$ cat config.mk
export PLATFORM = sky130hd
export DESIGN_NAME = if_fetch_unit_flat
export DESIGN_NICKNAME = d
export VERILOG_FILES = /design/src/rtl/cpu_pkg.sv /design/src/rtl/if_fetch_unit_if.sv /design/src/rtl/if_fetch_unit_pc_next_sel.sv /design/src/rtl/if_fetch_unit.sv /design/src/flat_wrapper.sv
export SDC_FILE = /design/constraint.sdc
export NUM_CORES = 1
export LEC_CHECK = 0
export CAP_MARGIN = 20
export CORE_AREA = 2 2 106 108
export DETAILED_ROUTE_END_ITERATION = 6
export DIE_AREA = 0 0 108 110
export PLACE_DENSITY = 0.78
export SYNTH_ARGS = -nofsm -noshare
export SYNTH_HDL_FRONTEND = slang
export SYNTH_SLANG_ARGS = --single-unit
$ cat constraint.sdc
create_clock -name clk -period 2.1 [get_ports clk]
set_input_delay 0.42 -clock clk [delete_from_list [all_inputs] [get_ports clk]]
set_output_delay 0.42 -clock clk [all_outputs]
set_load 0.05 [all_outputs]
$ cat src/rtl/cpu_pkg.sv
// Shared fetch-stage types and constants.
package cpu_pkg;

    typedef enum logic [1:0] {
        REQ  = 2'd0,
        WAIT = 2'd1,
        HOLD = 2'd2,
        DROP = 2'd3
    } fetch_state_e;

    localparam int unsigned INSTR_BYTES = 4;
    localparam logic [31:0] NOP_INSTR   = 32'h0000_0000;

endpackage

$ cat src/rtl/if_fetch_unit_if.sv
// Instruction-memory req/gnt/rvalid bus; the fetch unit is the master.
interface if_fetch_unit_if;

    logic        req;
    logic [31:0] addr;
    logic        gnt;
    logic        rvalid;
    logic [31:0] rdata;

    modport master (
        output req,
        output addr,
        input  gnt,
        input  rvalid,
        input  rdata
    );

    modport slave (
        input  req,
        input  addr,
        output gnt,
        output rvalid,
        output rdata
    );

endinterface

$ cat src/rtl/if_fetch_unit_pc_next_sel.sv
// Next-PC mux: redirect target > sequential advance > hold.
module pc_next_sel
    import cpu_pkg::*;
#(
    parameter int unsigned ADDR_W = 32
) (
    input  logic [ADDR_W-1:0] i_pc,
    input  logic              i_redirect,
    input  logic [ADDR_W-1:0] i_redirect_pc,
    input  logic              i_advance,
    output logic [ADDR_W-1:0] o_pc_next
);

    logic [ADDR_W-1:0] w_target;
    logic [ADDR_W-1:0] w_pc_plus;

    // Redirect targets are always word aligned.
    assign w_target  = i_redirect_pc & ({ADDR_W{1'b1}} << 2);
    assign w_pc_plus = i_pc + ADDR_W'(INSTR_BYTES);

    always_comb begin
        o_pc_next = i_pc;
        if (i_redirect) begin
            o_pc_next = w_target;
        end else if (i_advance) begin
            o_pc_next = w_pc_plus;
        end
    end

endmodule

$ cat src/rtl/if_fetch_unit.sv
// Fetch stage: owns the PC, one outstanding imem request, presents {instr, pc, pc+4} to IF/ID.
module if_fetch_unit
    import cpu_pkg::*;
#(
    parameter int unsigned        ADDR_W   = 32,
    parameter logic [ADDR_W-1:0]  RESET_PC = '0
) (
    input  logic              clk,
    input  logic              rst_n,
    input  logic              stall_i,
    input  logic              redirect_i,
    input  logic [ADDR_W-1:0] redirect_pc_i,
    if_fetch_unit_if.master   imem,
    output logic              fetch_valid_o,
    output logic [31:0]       fetch_instr_o,
    output logic [ADDR_W-1:0] fetch_pc_o,
    output logic [ADDR_W-1:0] fetch_pcplus4_o
);

    fetch_state_e      r_state;
    fetch_state_e      w_state_next;
    logic [ADDR_W-1:0] r_pc;
    logic [ADDR_W-1:0] w_pc_next;
    logic [31:0]       r_instr;
    logic              w_instr_load;
    logic              w_advance;

    pc_next_sel #(
        .ADDR_W (ADDR_W)
    ) u_pc_next_sel (
        .i_pc          (r_pc),
        .i_redirect    (redirect_i),
        .i_redirect_pc (redirect_pc_i),
        .i_advance     (w_advance),
        .o_pc_next     (w_pc_next)
    );

    always_ff @(posedge clk or negedge rst_n) begin
        if (!rst_n) begin
            r_state <= REQ;
            r_pc    <= RESET_PC;
            r_instr <= NOP_INSTR;
        end else begin
            r_state <= w_state_next;
            r_pc    <= w_pc_next;
            if (w_instr_load) begin
                r_instr <= imem.rdata;
            end
        end
    end

    // A redirect reloads the PC in every state; only the state transition differs.
    always_comb begin
        w_state_next = r_state;
        w_instr_load = 1'b0;
        w_advance    = 1'b0;
        case (r_state)
            REQ: begin
                if (imem.gnt) begin
                    w_state_next = redirect_i ? DROP : WAIT;
                end
            end
            WAIT: begin
                if (imem.rvalid) begin
                    if (redirect_i) begin
                        w_state_next = REQ;
                    end else begin
                        w_instr_load = 1'b1;
                        w_state_next = HOLD;
                    end
                end else if (redirect_i) begin
                    w_state_next = DROP;
                end
            end
            HOLD: begin
                if (redirect_i) begin
                    w_state_next = REQ;
                end else if (!stall_i) begin
                    w_advance    = 1'b1;
                    w_state_next = REQ;
                end
            end
            DROP: begin
                if (imem.rvalid) begin
                    w_state_next = REQ;
                end
            end
            default: w_state_next = REQ;
        endcase
    end

    assign imem.req        = (r_state == REQ);
    assign imem.addr       = r_pc;
    assign fetch_valid_o   = (r_state == HOLD);
    assign fetch_instr_o   = r_instr;
    assign fetch_pc_o      = r_pc;
    assign fetch_pcplus4_o = r_pc + ADDR_W'(INSTR_BYTES);

endmodule

$ cat src/flat_wrapper.sv
// flat-port wrapper written by rule: the top's interface ports become plain ports
module if_fetch_unit_flat import cpu_pkg::*;
#(
    parameter int unsigned        ADDR_W   = 32,
    parameter logic [ADDR_W-1:0]  RESET_PC = '0
)
  (clk, rst_n, stall_i, redirect_i, redirect_pc_i, fetch_valid_o, fetch_instr_o, fetch_pc_o, fetch_pcplus4_o, imem_req, imem_addr, imem_gnt, imem_rvalid, imem_rdata);
  if_fetch_unit_if imem_i ();
  input  logic clk;
  input  logic rst_n;
  input  logic stall_i;
  input  logic redirect_i;
  input  logic [ADDR_W-1:0] redirect_pc_i;
  output logic fetch_valid_o;
  output logic [31:0] fetch_instr_o;
  output logic [ADDR_W-1:0] fetch_pc_o;
  output logic [ADDR_W-1:0] fetch_pcplus4_o;
  output wire logic [$bits(imem_i.req)-1:0] imem_req;
  output wire logic [$bits(imem_i.addr)-1:0] imem_addr;
  input wire logic [$bits(imem_i.gnt)-1:0] imem_gnt;
  input wire logic [$bits(imem_i.rvalid)-1:0] imem_rvalid;
  input wire logic [$bits(imem_i.rdata)-1:0] imem_rdata;
  assign imem_req = imem_i.req;
  assign imem_addr = imem_i.addr;
  assign imem_i.gnt = imem_gnt;
  assign imem_i.rvalid = imem_rvalid;
  assign imem_i.rdata = imem_rdata;
  if_fetch_unit #(.ADDR_W(ADDR_W), .RESET_PC(RESET_PC)) u_core (.clk(clk), .rst_n(rst_n), .stall_i(stall_i), .redirect_i(redirect_i), .redirect_pc_i(redirect_pc_i), .imem(imem_i), .fetch_valid_o(fetch_valid_o), .fetch_instr_o(fetch_instr_o), .fetch_pc_o(fetch_pc_o), .fetch_pcplus4_o(fetch_pcplus4_o));
endmodule
Word level (Yosys, flattened, before mapping)
Index checks and enable logic that the tools add are counted.

storage, ports and cells
  bits in registers = 66
  bits of input ports = 70
  output and inout port bits = 130
  logic and storage cells = 31

cells by class
  add/subtract/negate cells = 1
  equality and inequality tests = 7
  multiplexer cells = 17
  reductions and logical operators = 3

operators by type and width
  cell                   number
  $mux 32                2
  $add 32x3->32 const B  1
  $mux 2                 8
  $pmux 2 s4             1
  $mux 1                 6
  $ne 3x3->1 const B     2
  $eq 2x2->1 const B     2
  $reduce_and 4->1       1
  $eq 2x1->1 const B     1
  $logic_not 2->1        1
  $ne 2x1->1 const B     1
  $ne 2x2->1 const B     1
  $reduce_bool 2->1      1

Longest topological paths before layout
  word-level depth = 5
  depth in mapped cells = 7
  gate-level depth less buffers = 5

Cells and area by module
Synthesis repeated with hierarchy kept, for this count alone.

second synthesis, totals
  cells, all modules = 405
  area, all modules = 3968.8 µm²

modules (own cells, without submodules)
  module         instances  cells each  area each (µm²)  seq. area each (µm²)
  if_fetch_unit  1          228         2920.3           1651.6
  pc_next_sel    1          177         1048.5           0.0

Worst setup path before layout
No wires, ideal clock.

  path kind = reg2out
  from = register u_core.r_pc[9], in the netlist u_core.fetch_pc_o[9]
  to = output fetch_pcplus4_o[30]
  arrival = 2.629 ns
  path slack = -0.949 ns
  stages on the path, launching flop included = 6
  path buffers = 1
  path through = dfrtp_1 clkbuf_1 nand2_1 nor3_1 nand4_1 xnor2_1

between the ends
  cells in the longest elaborated chain, start to end = 1

ends and longest elaborated chain
  element                 RTL line             RTL
  start, declared         if_fetch_unit.sv:22  logic [ADDR_W-1:0] r_pc;
  start signal, assigned  if_fetch_unit.sv:45  r_pc <= w_pc_next;
  $add 32x3->32           if_fetch_unit.sv:97  assign fetch_pcplus4_o = r_pc + ADDR_W'(INSTR_BYTES);
  end, declared           flat_wrapper.sv:17   output logic [ADDR_W-1:0] fetch_pcplus4_o;

No other way between the ends.

Worst setup path after layout
  from = register u_core.r_pc[6], in the netlist u_core.fetch_pc_o[6]
  to = output fetch_pcplus4_o[20]

Same word-level chain as after synthesis.

==> impl_metrics.ini <==
[cts]
root_buffer = clkbuf_8
cts_hold_buffers = 0
cts_tree = yes
htreeDepth = 3
clock-sinks = 64
clk_pin_slew_ps = 90
cts.path.max_buffers = 2
cts_buffers = 9
worstSkewPairLatency_ps = 360

[place]
port_buffers = 191
gp_congestion = 0.878
hpwl_mm = 10.9
dp.cells = 762
place_area_sq_um = 7000

[power]
power_density_nw_per_um2 = 1020
ir_drop_mv = 1.18
power_leakage_uw = 0.00321

[worst_setup_path]
cp_slowest_stage_delay_ps = 640
worstSetupPathType = flop to primary output
r2r-end = u_core.fetch_pc_o[24]
cp.buffers_inverters = 1
crit_path_start_kind = flop
r2r_cells = 5
r2r_slack_ps = -50
crit_chain = nand3_4, or4_4, nor2_4, xor2_4, buf_12
startpoint = u_core.fetch_pc_o[6]
cp_slowest_cell = or4_4
reg2reg_from = u_core.fetch_pc_o[6]
arrival_ps = 2090
required_ps = 1680
critPathCaptureType = primary output
crit_fanout = 4
crit_family = simple AND/OR/NAND/NOR gates

[layout]
antenna_cells = 0
finalNetCount = 724
layout.cells.non_filler = 798
drive_gt1_share_pct = 49.8
final_cell_area_sq_um = 7670
synthToLayoutAreaGrowth_pct = 95.7

[yosys]
synth.cell_area_sq_um = 3920
synth-seq-cells = 64
synth_compound_area_share_pct = 8.27
synth_top_family_by_area = simple AND/OR/NAND/NOR gates
synth_edf_count = 0
synth_top_area_cell = dfrtp_1
synthSimpleGateAreaFrac_pct = 22.1
async_flop_share_pct = 100
synth_xor_area_share_pct = 8.49
synthAdderAreaFrac_pct = 0.319
syn-instance-count = 416
yosys-top-cells-area = dfrtp_1 (41%), mux2_2 (9.2%), buf_4 (6.9%), xnor2_1 (6.3%), nor2_1 (3.4%)
yosys-mux-area-fraction_pct = 9.45
yosys_warnings = 0
syn_area_per_cell_sq_um = 9.42
synth_ff_type = dfrtp_1
yosys.cell_count.top_type = dfrtp_1
synth_top_area_share_pct = 40.9
synthTopCellsByCount = dfrtp_1 (64), buf_4 (36), nor2_1 (35)
ys_seq_area_share_pct = 40.9
post_synth_num_cell_types = 47

[detailed_routing]
drt_iter0_markers = 402
drc = 0
drt_pre_antenna_iters = 7
wirelength_mm = 15.5
vias = 4384
routedWlPerCell_um = 19.4
avgViaCountPerCell = 5.49
postRouteAntennaNets = 0

[timing]
hold_viol = 0
post-route-min-period_ps = 2510
setup_slack_ps = -408
fin_crit_sh_pct = 119
fin_skew_ps = 18.3
setup-violations-final = 30
rsz0062_at_grt = true
fmax_mhz = 399
slew_violations = 0
worst_pin_slew_ps = 650
slew_headroom_pct = 56.7

[status]
status = finished, violations left
violations = negative setup slack

[global_routing]
antenna_found_initial = 0
grt.overflow.total = 0
grt_pass1_wl_mm = 22.3
grt_pass1_vias = 4535
grt_max_degree = 42
grtUsageTotal_pct = 24.6

[job]
maxCapViolCount = 0

[floorplanning]
num_rows = 38
initial_core_util_pct = 36.6
die_x_um = 108
fp.dieH_um = 110
core_sq_um = 10700
die-area_sq_um = 11900
io_pins = 200

[min_path]
hold_path_class = primary input to asynchronous set/reset pin
[routing by layer]
metal,global-route usage [%],up-vias,share of wire [%]
met5,0,-,0
met4,11.9,0,4.1
met3,8.47,53,11
met2,44.1,305,50
met1,25.8,2102,35
li1,-,1924,-
[worst reg2reg max path, stage by stage, from the launching register on]
cell and delay, ps:
dfrtp_2 440, nand3_4 130, or4_4 640, buf_4 190
or4_1 470, a31oi_1 190
[kinds of logic (layout without fill, tap and decap cells)]
group	after synthesis	after routing
other cells	1	6
compound gates	48	48
xor+xnor	38	38
simple gates	162	162
fa+ha+maj	1	1
mux	33	33
buf+inv	69	306
flops	64	64
[what timing repair did]
item	4_1_cts	5_1_grt
pin swaps	22	28
gates resized for setup	32	34
endpoints found under the setup margin	38	37
setup buffers	13	9
[registers in the layout (all words and copies together) (netlist names)]
| register | flops |
|---|---|
| u_core.fetch_instr_o | 32 |
| u_core.fetch_pc_o | 30 |
| u_core.r_state | 2 |
[placed cells by master (no fill, tap or decap), drive strengths merged, types with 6 or more instances in the layout]
cell type        n
buf            177
clkdlybuf4s50   97
dfrtp           64
nor2            35
mux2            32
nand2           32
xnor2           28
nand3           26
o21ai           13
a31oi           13
nand4           13
or4             13
nor3            12
o31ai           10
clkbuf          10
xor2            10
inv              9
dlygate4sd2      7
conb             6
nor4             6
[per-stage QoR]
step                util [%]  total power (uW)  hold WS [ps]  setup slack [ps]  setup TNS, ps
global placement        65.4              6280           454              -415          -2030
finish                  71.7              7790          79.4              -408          -5950
global route            71.7              8060           109              -448          -8000
CTS                     69.4              7750          77.8              -364          -6670
detailed placement      65.4              6360           463              -478          -2700
floorplan                  -              4720           124              -290          -4120
[power by group]
part           internal [uW]  switching [uW]  leakage [uW]
Clock                    797             545      0.000121
Sequential              1630             268      0.000736
Combinational           1730            2820       0.00235
Total                   4160            3630       0.00321
[final cells by class]
class | instances | area, sq um
multi-input cells | 288 | 2760
clock inverters | 6 | 116
flip-flops and latches | 64 | 1640
repair buffers | 282 | 2820
fillers | 713 | 3030
clock buffers | 10 | 128
well taps | 140 | 175
inverters | 8 | 30.0
[how the worst max path moves through the flow]
stage	cells after the start	endpoint	slack, ps
4_1_cts	6	fetch_pcplus4_o[18]	-360
3_5_place_dp	5	u_core.fetch_pc_o[23]	-480
5_1_grt	5	fetch_pcplus4_o[18]	-450
2_1_floorplan	4	fetch_pcplus4_o[30]	-290
6_report	5	fetch_pcplus4_o[20]	-410
3_3_place_gp	5	u_core.fetch_pc_o[23]	-420
Note: power is estimated with default switching activity, not from simulation.
